### src/rtl/sc_rand_pkg.sv
// Shared definitions for the random-delay block: FSM state encoding and default minimum delay.
package sc_rand_pkg;

  typedef enum logic [1:0] {
    StIdle  = 2'd0,
    StCount = 2'd1,
    StDone  = 2'd2
  } state_e;

  localparam int unsigned DefaultMinDelay = 4;

endpackage

### src/rtl/sc_rand_delay_if.sv
// Handshake bundle between the random-delay block and the logic that requests delays.
interface sc_rand_delay_if #(
  parameter int unsigned RandDELAY_DATAWIDTH = 8
);

  logic [RandDELAY_DATAWIDTH-1:0] SC_RandDELAY_random_InBUS;
  logic                           SC_RandDELAY_start_In;
  logic                           SC_RandDELAY_tick_In;
  logic                           SC_RandDELAY_abort_In;
  logic                           SC_RandDELAY_busy_Out;
  logic                           SC_RandDELAY_done_Out;
  logic [RandDELAY_DATAWIDTH:0]   SC_RandDELAY_count_OutBUS;

  modport master (
    output SC_RandDELAY_random_InBUS,
    output SC_RandDELAY_start_In,
    output SC_RandDELAY_tick_In,
    output SC_RandDELAY_abort_In,
    input  SC_RandDELAY_busy_Out,
    input  SC_RandDELAY_done_Out,
    input  SC_RandDELAY_count_OutBUS
  );

  modport slave (
    input  SC_RandDELAY_random_InBUS,
    input  SC_RandDELAY_start_In,
    input  SC_RandDELAY_tick_In,
    input  SC_RandDELAY_abort_In,
    output SC_RandDELAY_busy_Out,
    output SC_RandDELAY_done_Out,
    output SC_RandDELAY_count_OutBUS
  );

endinterface

### src/rtl/sc_rand_downcounter.sv
// Loadable down-counter with clear, decrement enable and an is-one flag for the final tick.
module sc_rand_downcounter #(
  parameter int unsigned Width = 9
) (
  input  logic             clk,
  input  logic             rst,
  input  logic             load,
  input  logic [Width-1:0] load_value,
  input  logic             dec,
  input  logic             clr,
  output logic [Width-1:0] count,
  output logic             is_one
);

  logic [Width-1:0] count_q, count_d;

  // Clear beats load beats decrement; decrement saturates at zero.
  always_comb begin
    count_d = count_q;
    if (clr) begin
      count_d = '0;
    end else if (load) begin
      count_d = load_value;
    end else if (dec && (count_q != '0)) begin
      count_d = count_q - Width'(1);
    end
  end

  always_ff @(posedge clk) begin
    if (rst) begin
      count_q <= '0;
    end else begin
      count_q <= count_d;
    end
  end

  assign count  = count_q;
  assign is_one = (count_q == Width'(1));

endmodule

### src/rtl/sc_rand_delay.sv
// Random delay generator: loads random+min into a down-counter on start, counts ticks, pulses done.
module sc_rand_delay
  import sc_rand_pkg::*;
#(
  parameter int unsigned RandDELAY_DATAWIDTH = 8,
  parameter int unsigned RandDELAY_MIN_DELAY = DefaultMinDelay
) (
  input  logic          SC_RandDELAY_CLOCK_50,
  input  logic          SC_RandDELAY_RESET_InHigh,
  sc_rand_delay_if.slave bus
);

  localparam int unsigned CntWidth = RandDELAY_DATAWIDTH + 1;

  state_e              state_q, state_d;
  logic                cnt_load, cnt_dec, cnt_clr, cnt_is_one;
  logic [CntWidth-1:0] cnt_value;
  logic [CntWidth-1:0] load_value;

  // Extra bit keeps random+min from wrapping.
  assign load_value = {1'b0, bus.SC_RandDELAY_random_InBUS} + CntWidth'(RandDELAY_MIN_DELAY);

  always_comb begin
    state_d  = state_q;
    cnt_load = 1'b0;
    cnt_dec  = 1'b0;
    cnt_clr  = 1'b0;
    unique case (state_q)
      StIdle: begin
        if (bus.SC_RandDELAY_start_In) begin
          cnt_load = 1'b1;
          state_d  = StCount;
        end
      end
      StCount: begin
        // Abort takes priority over a coincident final tick.
        if (bus.SC_RandDELAY_abort_In) begin
          cnt_clr = 1'b1;
          state_d = StIdle;
        end else if (bus.SC_RandDELAY_tick_In) begin
          cnt_dec = 1'b1;
          if (cnt_is_one) begin
            state_d = StDone;
          end
        end
      end
      StDone: begin
        state_d = StIdle;
      end
      default: begin
        cnt_clr = 1'b1;
        state_d = StIdle;
      end
    endcase
  end

  always_ff @(posedge SC_RandDELAY_CLOCK_50) begin
    if (SC_RandDELAY_RESET_InHigh) begin
      state_q <= StIdle;
    end else begin
      state_q <= state_d;
    end
  end

  sc_rand_downcounter #(
    .Width(CntWidth)
  ) u_downcounter (
    .clk        (SC_RandDELAY_CLOCK_50),
    .rst        (SC_RandDELAY_RESET_InHigh),
    .load       (cnt_load),
    .load_value (load_value),
    .dec        (cnt_dec),
    .clr        (cnt_clr),
    .count      (cnt_value),
    .is_one     (cnt_is_one)
  );

  assign bus.SC_RandDELAY_busy_Out     = (state_q == StCount);
  assign bus.SC_RandDELAY_done_Out     = (state_q == StDone);
  assign bus.SC_RandDELAY_count_OutBUS = cnt_value;

endmodule
### src/flat_wrapper.sv
// flat-port wrapper written by rule: the top's interface ports become plain ports
module sc_rand_delay_flat import sc_rand_pkg::*;
#(
  parameter int unsigned RandDELAY_DATAWIDTH = 8,
  parameter int unsigned RandDELAY_MIN_DELAY = DefaultMinDelay
)
  (SC_RandDELAY_CLOCK_50, SC_RandDELAY_RESET_InHigh, bus_SC_RandDELAY_random_InBUS, bus_SC_RandDELAY_start_In, bus_SC_RandDELAY_tick_In, bus_SC_RandDELAY_abort_In, bus_SC_RandDELAY_busy_Out, bus_SC_RandDELAY_done_Out, bus_SC_RandDELAY_count_OutBUS);
  sc_rand_delay_if #(.RandDELAY_DATAWIDTH(RandDELAY_DATAWIDTH)) bus_i ();
  input  logic SC_RandDELAY_CLOCK_50;
  input  logic SC_RandDELAY_RESET_InHigh;
  input wire logic [$bits(bus_i.SC_RandDELAY_random_InBUS)-1:0] bus_SC_RandDELAY_random_InBUS;
  input wire logic [$bits(bus_i.SC_RandDELAY_start_In)-1:0] bus_SC_RandDELAY_start_In;
  input wire logic [$bits(bus_i.SC_RandDELAY_tick_In)-1:0] bus_SC_RandDELAY_tick_In;
  input wire logic [$bits(bus_i.SC_RandDELAY_abort_In)-1:0] bus_SC_RandDELAY_abort_In;
  output wire logic [$bits(bus_i.SC_RandDELAY_busy_Out)-1:0] bus_SC_RandDELAY_busy_Out;
  output wire logic [$bits(bus_i.SC_RandDELAY_done_Out)-1:0] bus_SC_RandDELAY_done_Out;
  output wire logic [$bits(bus_i.SC_RandDELAY_count_OutBUS)-1:0] bus_SC_RandDELAY_count_OutBUS;
  assign bus_i.SC_RandDELAY_random_InBUS = bus_SC_RandDELAY_random_InBUS;
  assign bus_i.SC_RandDELAY_start_In = bus_SC_RandDELAY_start_In;
  assign bus_i.SC_RandDELAY_tick_In = bus_SC_RandDELAY_tick_In;
  assign bus_i.SC_RandDELAY_abort_In = bus_SC_RandDELAY_abort_In;
  assign bus_SC_RandDELAY_busy_Out = bus_i.SC_RandDELAY_busy_Out;
  assign bus_SC_RandDELAY_done_Out = bus_i.SC_RandDELAY_done_Out;
  assign bus_SC_RandDELAY_count_OutBUS = bus_i.SC_RandDELAY_count_OutBUS;
  sc_rand_delay #(.RandDELAY_DATAWIDTH(RandDELAY_DATAWIDTH), .RandDELAY_MIN_DELAY(RandDELAY_MIN_DELAY)) u_core (.SC_RandDELAY_CLOCK_50(SC_RandDELAY_CLOCK_50), .SC_RandDELAY_RESET_InHigh(SC_RandDELAY_RESET_InHigh), .bus(bus_i));
endmodule
### config.mk
export PLATFORM = sky130hd
export DESIGN_NAME = sc_rand_delay_flat
export DESIGN_NICKNAME = d
export VERILOG_FILES = /design/src/rtl/sc_rand_pkg.sv /design/src/rtl/sc_rand_delay_if.sv /design/src/rtl/sc_rand_downcounter.sv /design/src/rtl/sc_rand_delay.sv /design/src/flat_wrapper.sv
export SDC_FILE = /design/constraint.sdc
export NUM_CORES = 1
export LEC_CHECK = 0
export CAP_MARGIN = 10
export CORE_MARGIN = 1.5
export CORE_UTILIZATION = 37
export DETAILED_ROUTE_END_ITERATION = 6
export HOLD_SLACK_MARGIN = 0.05
export PLACE_DENSITY = 0.66
export SYNTH_ARGS = -nofsm -noshare
export SYNTH_HDL_FRONTEND = slang
export SYNTH_SLANG_ARGS = --single-unit
### constraint.sdc
create_clock -name SC_RandDELAY_CLOCK_50 -period 2.8 [get_ports SC_RandDELAY_CLOCK_50]
set_clock_uncertainty 0.2 [all_clocks]
set_input_delay 0.84 -clock SC_RandDELAY_CLOCK_50 [delete_from_list [all_inputs] [get_ports SC_RandDELAY_CLOCK_50]]
set_output_delay 0.84 -clock SC_RandDELAY_CLOCK_50 [all_outputs]
set_load 0.03 [all_outputs]
==> results of run 1 <==
## cells in the final DEF, fill, tap and decap left out, types with 2 or more instances in the layout
cell type                         netlist  final
sky130_fd_sc_hd__or4_4                  2      2
sky130_fd_sc_hd__o21ai_0                3      3
sky130_fd_sc_hd__nor2b_1                3      3
sky130_fd_sc_hd__dfxtp_1               11     11
sky130_fd_sc_hd__nand2_1                7      7
sky130_fd_sc_hd__buf_4                  0      5
sky130_fd_sc_hd__nor3_1                 3      3
sky130_fd_sc_hd__nor3b_1                2      2
sky130_fd_sc_hd__a31oi_1                2      2
sky130_fd_sc_hd__o31ai_1                3      3
sky130_fd_sc_hd__clkdlybuf4s50_1        0     23
sky130_fd_sc_hd__inv_1                  2      2
sky130_fd_sc_hd__nor2_1                 9      9
sky130_fd_sc_hd__a311oi_1               3      3
sky130_fd_sc_hd__xnor2_1                3      3
sky130_fd_sc_hd__ha_1                   4      4
sky130_fd_sc_hd__clkbuf_4               0      3
sky130_fd_sc_hd__a21oi_1                2      2
sky130_fd_sc_hd__or3b_2                 2      2
sky130_fd_sc_hd__or3_2                  2      2
sky130_fd_sc_hd__or3_1                  4      4
sky130_fd_sc_hd__nand2b_1               2      2
sky130_fd_sc_hd__nand3b_1               2      2
sky130_fd_sc_hd__a221oi_1               2      2
sky130_fd_sc_hd__nand3_1                5      5
## through the flow
step	setup TNS (ps)	setup WS, ps	cell area, um^2	power (mW)
after global routing	0	106	1070	0.489
after detailed placement	-80.2	-44.8	1040	0.350
after global placement	0	13.1	1040	0.347
after floorplan	0	451	749	0.282
final	0	180	1070	0.464
after CTS	0	158	1070	0.466
## cells by family (layout without fill, tap and decap cells)
family,count (synthesis),after routing
and+or+nand+nor,48,48
buffers and inverters,4,34
adders and majority gates,4,4
xor gates and xnor gates,4,4
DFF,11,11
AOI/OAI and AO/OA,20,20
## worst max-delay path by stage
stage / from / endpoint / slack, ps / cells after the start
6_report: u_core.state_q[0]$_SDFFE_PP0P_ / bus_SC_RandDELAY_busy_Out / 180 / 2
5_1_grt: u_core.state_q[0]$_SDFFE_PP0P_ / bus_SC_RandDELAY_busy_Out / 110 / 2
2_1_floorplan: bus_SC_RandDELAY_abort_In / u_core.u_downcounter.count[5]$_SDFFE_PP0P_ / 450 / 4
3_3_place_gp: bus_SC_RandDELAY_abort_In / u_core.u_downcounter.count[5]$_SDFFE_PP0P_ / 10 / 5
3_5_place_dp: bus_SC_RandDELAY_abort_In / u_core.u_downcounter.count[5]$_SDFFE_PP0P_ / -40 / 5
4_1_cts: u_core.state_q[0]$_SDFFE_PP0P_ / bus_SC_RandDELAY_busy_Out / 160 / 2
## critical path, stage by stage, from the launching register on
cell and delay, ps:
sky130_fd_sc_hd__dfxtp_1 410, sky130_fd_sc_hd__nor2b_1 200, sky130_fd_sc_hd__clkdlybuf4s50_1 690
## routing by layer
metal | share of wire [%] | GRT usage (%) | up-vias
met5 | 0 | 0 | -
met4 | 1.7 | 9.73 | 0
met3 | 5.1 | 3.40 | 4
met2 | 47 | 32.3 | 31
met1 | 46 | 24.5 | 365
li1 | - | - | 407
## power by group
part	internal, mW	total (mW)	switching, mW
clock	0.0553	0.116	0.0606
sequential	0.168	0.184	0.0161
combinational	0.0797	0.163	0.0837
## area by class of cell
| type | instances | area share [%] |
|---|---|---|
| multi-input cells | 76 | 48.1 |
| repair buffers | 28 | 25.0 |
| well taps | 27 | 3.16 |
| inverters | 2 | 0.702 |
| flip-flops and latches | 11 | 20.6 |
| clock buffers | 4 | 2.46 |
## sequential cells by signal, indices dropped and copies added (netlist names)
name	flops
u_core.state_q	2
u_core.u_downcounter.count	9
==> qor.csv, run 1 <==
metric;value;unit
required arrival time at the worst endpoint;1760;ps
number of enable-type register cells in the synthesized netlist;0;
I/O pin total;24;
cells on worst reg2reg path;4;
DPL Wire Length;1540;um
clock root buffer;sky130_fd_sc_hd__clkbuf_4;
leakage dissipation;0.379;nW
Area growth syn-to-layout;42.7;%
input/output buffers;23;
main area contributors after synthesis;sky130_fd_sc_hd__dfxtp_1 29%, sky130_fd_sc_hd__ha_1 6.7%, sky130_fd_sc_hd__nor2_1 4.5%, sky130_fd_sc_hd__nand2_1 3.5%, sky130_fd_sc_hd__a311oi_1 3.5%;
ANT cells;0;
clock slew seen by the registers of the worst setup and hold paths;80;ps
max-cap check violation count;0;
Crit. End Element;output pin;
Worst-Margin Slew;587;ps
fill cell count;195;
flop-to-flop setup slack;560;ps
setup repair after global routing missed its margin;false;
post-cts resize count;0;
hold worst-path end;u_core.u_downcounter.count[7]$_SDFFE_PP0P_;
initial core utilization;38.6;%
top cell type's share of synthesized area;29.4;%
count of final max-slew check failures;0;
mux contribution to synthesized area;0;%
final count of hold timing violations;0;
Power Dens Cells;433;nW/um^2
number of buffers inserted by hold repair at cts;0;
global-route wire length before repair;3060;um
number of instances in the synthesized netlist;91;
total routing resource utilization after global routing;19.6;%
endpoints failing setup;0;
post-synthesis instance area;749;um^2
maximum vdd ir drop;0.268;mV
clk_lat worst skew;270;ps
TritonCTS buffer count;3;
number of buffers on the longest clock path;2;
FFs w/ async S/R, synth;0;%
startpoint of the most critical hold path;u_core.u_downcounter.count[7]$_SDFFE_PP0P_;
xor/xnor share of the synthesized area;4.67;%
WHS;330;ps
H-tree level count;1;
antenna violations before repair;0;
layout cell share with drive strength beyond 1;14.9;%
main combinational cell family by area after synthesis;simple AND/OR/NAND/NOR gates;
Layout Utilization;55.1;%
drt drc;0;
final standard cell count with taps included and fillers excluded;148;
die height;48.0;um
# nets final;139;
Post-Synthesis Net Count;108;
Multi-input gate area;514;um^2
TritonCTS clock tree;built;
maximum number of pins on one net before global-route repair;13;
Yosys cell types;34;
total wirelength of the detailed-routed design;2060;um
number of core rows;16;
Post-CTS Setup Bufs;0;
hold crit path type;flip-flop to flip-flop;
Period Utilization, post-route;93.6;%
headroom to the max-slew limit;60.8;%
run status;finished clean;
Max Clk Rate;382;MHz
most frequently used cell type in the post-synthesis netlist;sky130_fd_sc_hd__dfxtp_1;
via count;807;
number of warnings printed during yosys synthesis;0;
vias in the first global route;689;
startpoint of the most critical register-to-register path;u_core.u_downcounter.count[4]$_SDFFE_PP0P_;
total clock sinks;11;
Final ANT Viol Nets;0;
CP Data Arrival Time;1580;ps
detailed-router iteration count before antenna repair;4;
critical register-to-register path endpoint;u_core.u_downcounter.count[5]$_SDFFE_PP0P_;
Starting DRT DRC Count;9;
post-detailed-route wirelength per cell;13.9;um
Synth Area in Compound Gates;19.5;%
area of the die;2300;um^2
CP Class;flip-flop to output pin;
placer's final routability congestion estimate;0.826;
die span in x;48.0;um
critical path startpoint category;flip-flop;
highest net fanout along the worst path;6;
sequential area share after synthesis;29.4;%
top post-synthesis cells by count;11 x sky130_fd_sc_hd__dfxtp_1, 9 x sky130_fd_sc_hd__nor2_1, 7 x sky130_fd_sc_hd__nand2_1;
dominant register cell in the synthesized netlist;sky130_fd_sc_hd__dfxtp_1;
core outline area;1940;um^2
register area;220;um^2
Final Critical Period;2620;ps
synthesized area divided by synthesized cell count;8.24;um^2
post-synthesis simple-gate area fraction;37.7;%
area leader, netlist;sky130_fd_sc_hd__dfxtp_1;
adder-cell area share of the yosys netlist;6.68;%
number of flip-flops and latches in the synthesized netlist;11;
DP Cell Count;144;
Hold Path Cell Cnt;2;
aggregate global routing overflow;0;
via density per instance;5.45;
Power figures use the tool's default switching activity.
==> run 2: changes to the inputs <==
--- a/config.mk
+++ b/config.mk
@@ -8,8 +8,8 @@
 export CAP_MARGIN = 10
 export CORE_MARGIN = 1.5
-export CORE_UTILIZATION = 37
+export CORE_UTILIZATION = 44
 export DETAILED_ROUTE_END_ITERATION = 6
 export HOLD_SLACK_MARGIN = 0.05
-export PLACE_DENSITY = 0.66
+export PLACE_DENSITY = 0.77
 export SYNTH_ARGS = -nofsm -noshare
 export SYNTH_HDL_FRONTEND = slang
==> constraint.sdc (replaced) <==
create_clock -name SC_RandDELAY_CLOCK_50 -period 2.8 [get_ports SC_RandDELAY_CLOCK_50]
set_clock_uncertainty 0.2 [all_clocks]
set_input_delay 0.42 -clock SC_RandDELAY_CLOCK_50 [delete_from_list [all_inputs] [get_ports SC_RandDELAY_CLOCK_50]]
set_output_delay 0.42 -clock SC_RandDELAY_CLOCK_50 [all_outputs]
set_load 0.03 [all_outputs]
==> qor.csv, run 2 (synthesis results as in run 1) <==
metric;value;unit;change
ANT cells;0;;unchanged
Area growth syn-to-layout;36.9;%;
CP Data Arrival Time;2200;ps;+620 ps
endpoints failing setup;0;;unchanged
CP Cell Sequence;clkdlybuf4s50_1 > and4bb_2 > nand3_1 > or4_2 > a311oi_1;;
Final ANT Viol Nets;0;;unchanged
DP Cell Count;129;;-10%
via density per instance;6.07;;+11%
count of final max-slew check failures;0;;unchanged
Power Dens Cells;440;nW/um^2;+1.5%
TritonCTS clock tree;built;;
total wirelength of the detailed-routed design;1840;um;-11%
maximum vdd ir drop;0.340;mV;+27%
highest net fanout along the worst path;6;;unchanged
post-detailed-placement cell area;1000;um^2;-4.2%
clock slew seen by the registers of the worst setup and hold paths;70;ps;about the same
Final Total Pwr;0.451;mW;-2.7%
via count;807;;unchanged
number of core rows;14;;-2
post-detailed-route wirelength per cell;13.8;um;-0.42%
die height;44.3;um;-7.8%
DPL Wire Length;1420;um;-8.1%
setup repair after global routing missed its margin;false;;
Max Clk Rate;450;MHz;+18%
area of the die;1960;um^2;-15%
Period Utilization, post-route;79.3;%;-14 points
TritonCTS buffer count;3;;unchanged
dominant delay contributor by cell family on the critical path;simple AND/OR/NAND/NOR gates;;
maximum number of pins on one net before global-route repair;14;;+1
Buf/Inv on CP;1;;unchanged
detailed-router iteration count before antenna repair;4;;unchanged
Crit. End Element;flip-flop;;
I/O pin total;24;;unchanged
total routing resource utilization after global routing;21.5;%;+1.9 points
top library cells by usage in the layout, fill and taps aside;23 x sky130_fd_sc_hd__clkdlybuf4s50_1, 11 x sky130_fd_sc_hd__dfxtp_1, 9 x sky130_fd_sc_hd__nor2_1;;
Setup Total Neg Slack;0;ps;unchanged
run status;finished clean;;
Worst-Margin Slew;563;ps;-24.0 ps
global-route wire length before repair;3080;um;+0.92%
slowest cell on the critical path;sky130_fd_sc_hd__or4_2;;
core outline area;1540;um^2;-21%
critical path startpoint category;input port;;
Starting DRT DRC Count;20;;+11
number of buffers inserted by hold repair at cts;0;;unchanged
max-cap check violation count;0;;unchanged
H-tree level count;1;;unchanged
post-cts resize count;0;;unchanged
hold crit path type;flip-flop to flip-flop;;
headroom to the max-slew limit;62.4;%;+1.6 points
aggregate global routing overflow;0;;unchanged
clock root buffer;sky130_fd_sc_hd__clkbuf_4;;
total clock sinks;11;;unchanged
most common library cell in the layout ignoring fill and taps;sky130_fd_sc_hd__clkdlybuf4s50_1;;
final count of hold timing violations;0;;unchanged
leakage dissipation;0.361;nW;-4.8%
required arrival time at the worst endpoint;2780;ps;+1020 ps
input/output buffers;23;;unchanged
vias in the first global route;706;;+2.5%
number of buffers on the longest clock path;2;;unchanged
final standard cell count with taps included and fillers excluded;133;;-10%
die span in x;44.3;um;-7.8%
clk_lat worst skew;270;ps;about the same
antenna violations before repair;0;;unchanged
# nets final;135;;-2.9%
area of all placed cells without fillers;1030;um^2;-4.1%
placer's final routability congestion estimate;0.752;;-9.0%
Post-CTS Setup Bufs;0;;unchanged
layout cell share with drive strength beyond 1;12.0;%;-2.9 points
drt drc;0;;unchanged
CP Class;input port to flip-flop;;
longest individual stage delay on the worst path;560;ps;-130 ps
number of flip-flops in the largest register;9;;unchanged
initial core utilization;48.6;%;+10 points
Final Critical Period;2220;ps;-400 ps
-- run 2: cell types whose count changed in the layout (fill, tap and decap cells not counted) --
cell                    before  now
sky130_fd_sc_hd__buf_4       5    1
-- run 2: power breakdown --
| part | switching [mW] | internal (mW) | total [mW] | leakage (nW) |
|---|---|---|---|---|
| registers | 0.0156 | 0.168 | 0.184 | 0.0906 |
| logic | 0.0815 | 0.0757 | 0.157 | 0.255 |
| clock network | 0.0552 | 0.0552 | 0.110 | 0.0150 |
-- run 2: stage by stage --
| stage | hold slack (ps) | setup slack, ps | util (%) |
|---|---|---|---|
| 3_3_place_gp | 307 | 366 | 64.9 |
| 2_1_floorplan | 289 | 586 | - |
| 4_1_cts | 326 | 590 | 66.6 |
| 5_1_grt | 355 | 470 | 66.6 |
| 6_report | 325 | 580 | 66.6 |
| 3_5_place_dp | 306 | 295 | 64.9 |
-- run 2: worst paths after layout --
kind | startpoint | end | slack [ps] | cells after the start
setup reg to reg | u_core.u_downcounter.count[4]$_SDFFE_PP0P_ | u_core.u_downcounter.count[8]$_SDFFE_PP0P_ | 610 | 4
hold reg to reg | u_core.u_downcounter.count[7]$_SDFFE_PP0P_ | u_core.u_downcounter.count[7]$_SDFFE_PP0P_ | 330 | 2
setup / recovery | bus_SC_RandDELAY_abort_In | u_core.u_downcounter.count[5]$_SDFFE_PP0P_ | 580 | 5
hold / removal | u_core.u_downcounter.count[7]$_SDFFE_PP0P_ | u_core.u_downcounter.count[7]$_SDFFE_PP0P_ | 330 | 2
-- run 2: area by class of cell --
cell class	count	area [um^2]
timing repair buffer	24	238
clock buffer	4	26.3
tap	16	20.0
sequential	11	220
fill	131	515
multi-input combinational	76	514
inverter	2	7.51
-- run 2: layer usage --
| metal | wire length (um) | up-vias | global-route usage, % | share of wire, % |
|---|---|---|---|---|
| met1 | 861 | 380 | 28.8 | 47 |
| li1 | - | 399 | - | - |
| met5 | 0 | - | 0 | 0 |
| met4 | 25 | 0 | 8.48 | 1.4 |
| met3 | 118 | 4 | 5.71 | 6.4 |
| met2 | 833 | 24 | 32.9 | 45 |
-- run 2: worst register-to-register path, stage by stage (launching register included) --
cell	delay, ps
sky130_fd_sc_hd__dfxtp_1	370
sky130_fd_sc_hd__or4_4	590
sky130_fd_sc_hd__or4_4	450
sky130_fd_sc_hd__or3_1	350
sky130_fd_sc_hd__a31oi_1	160
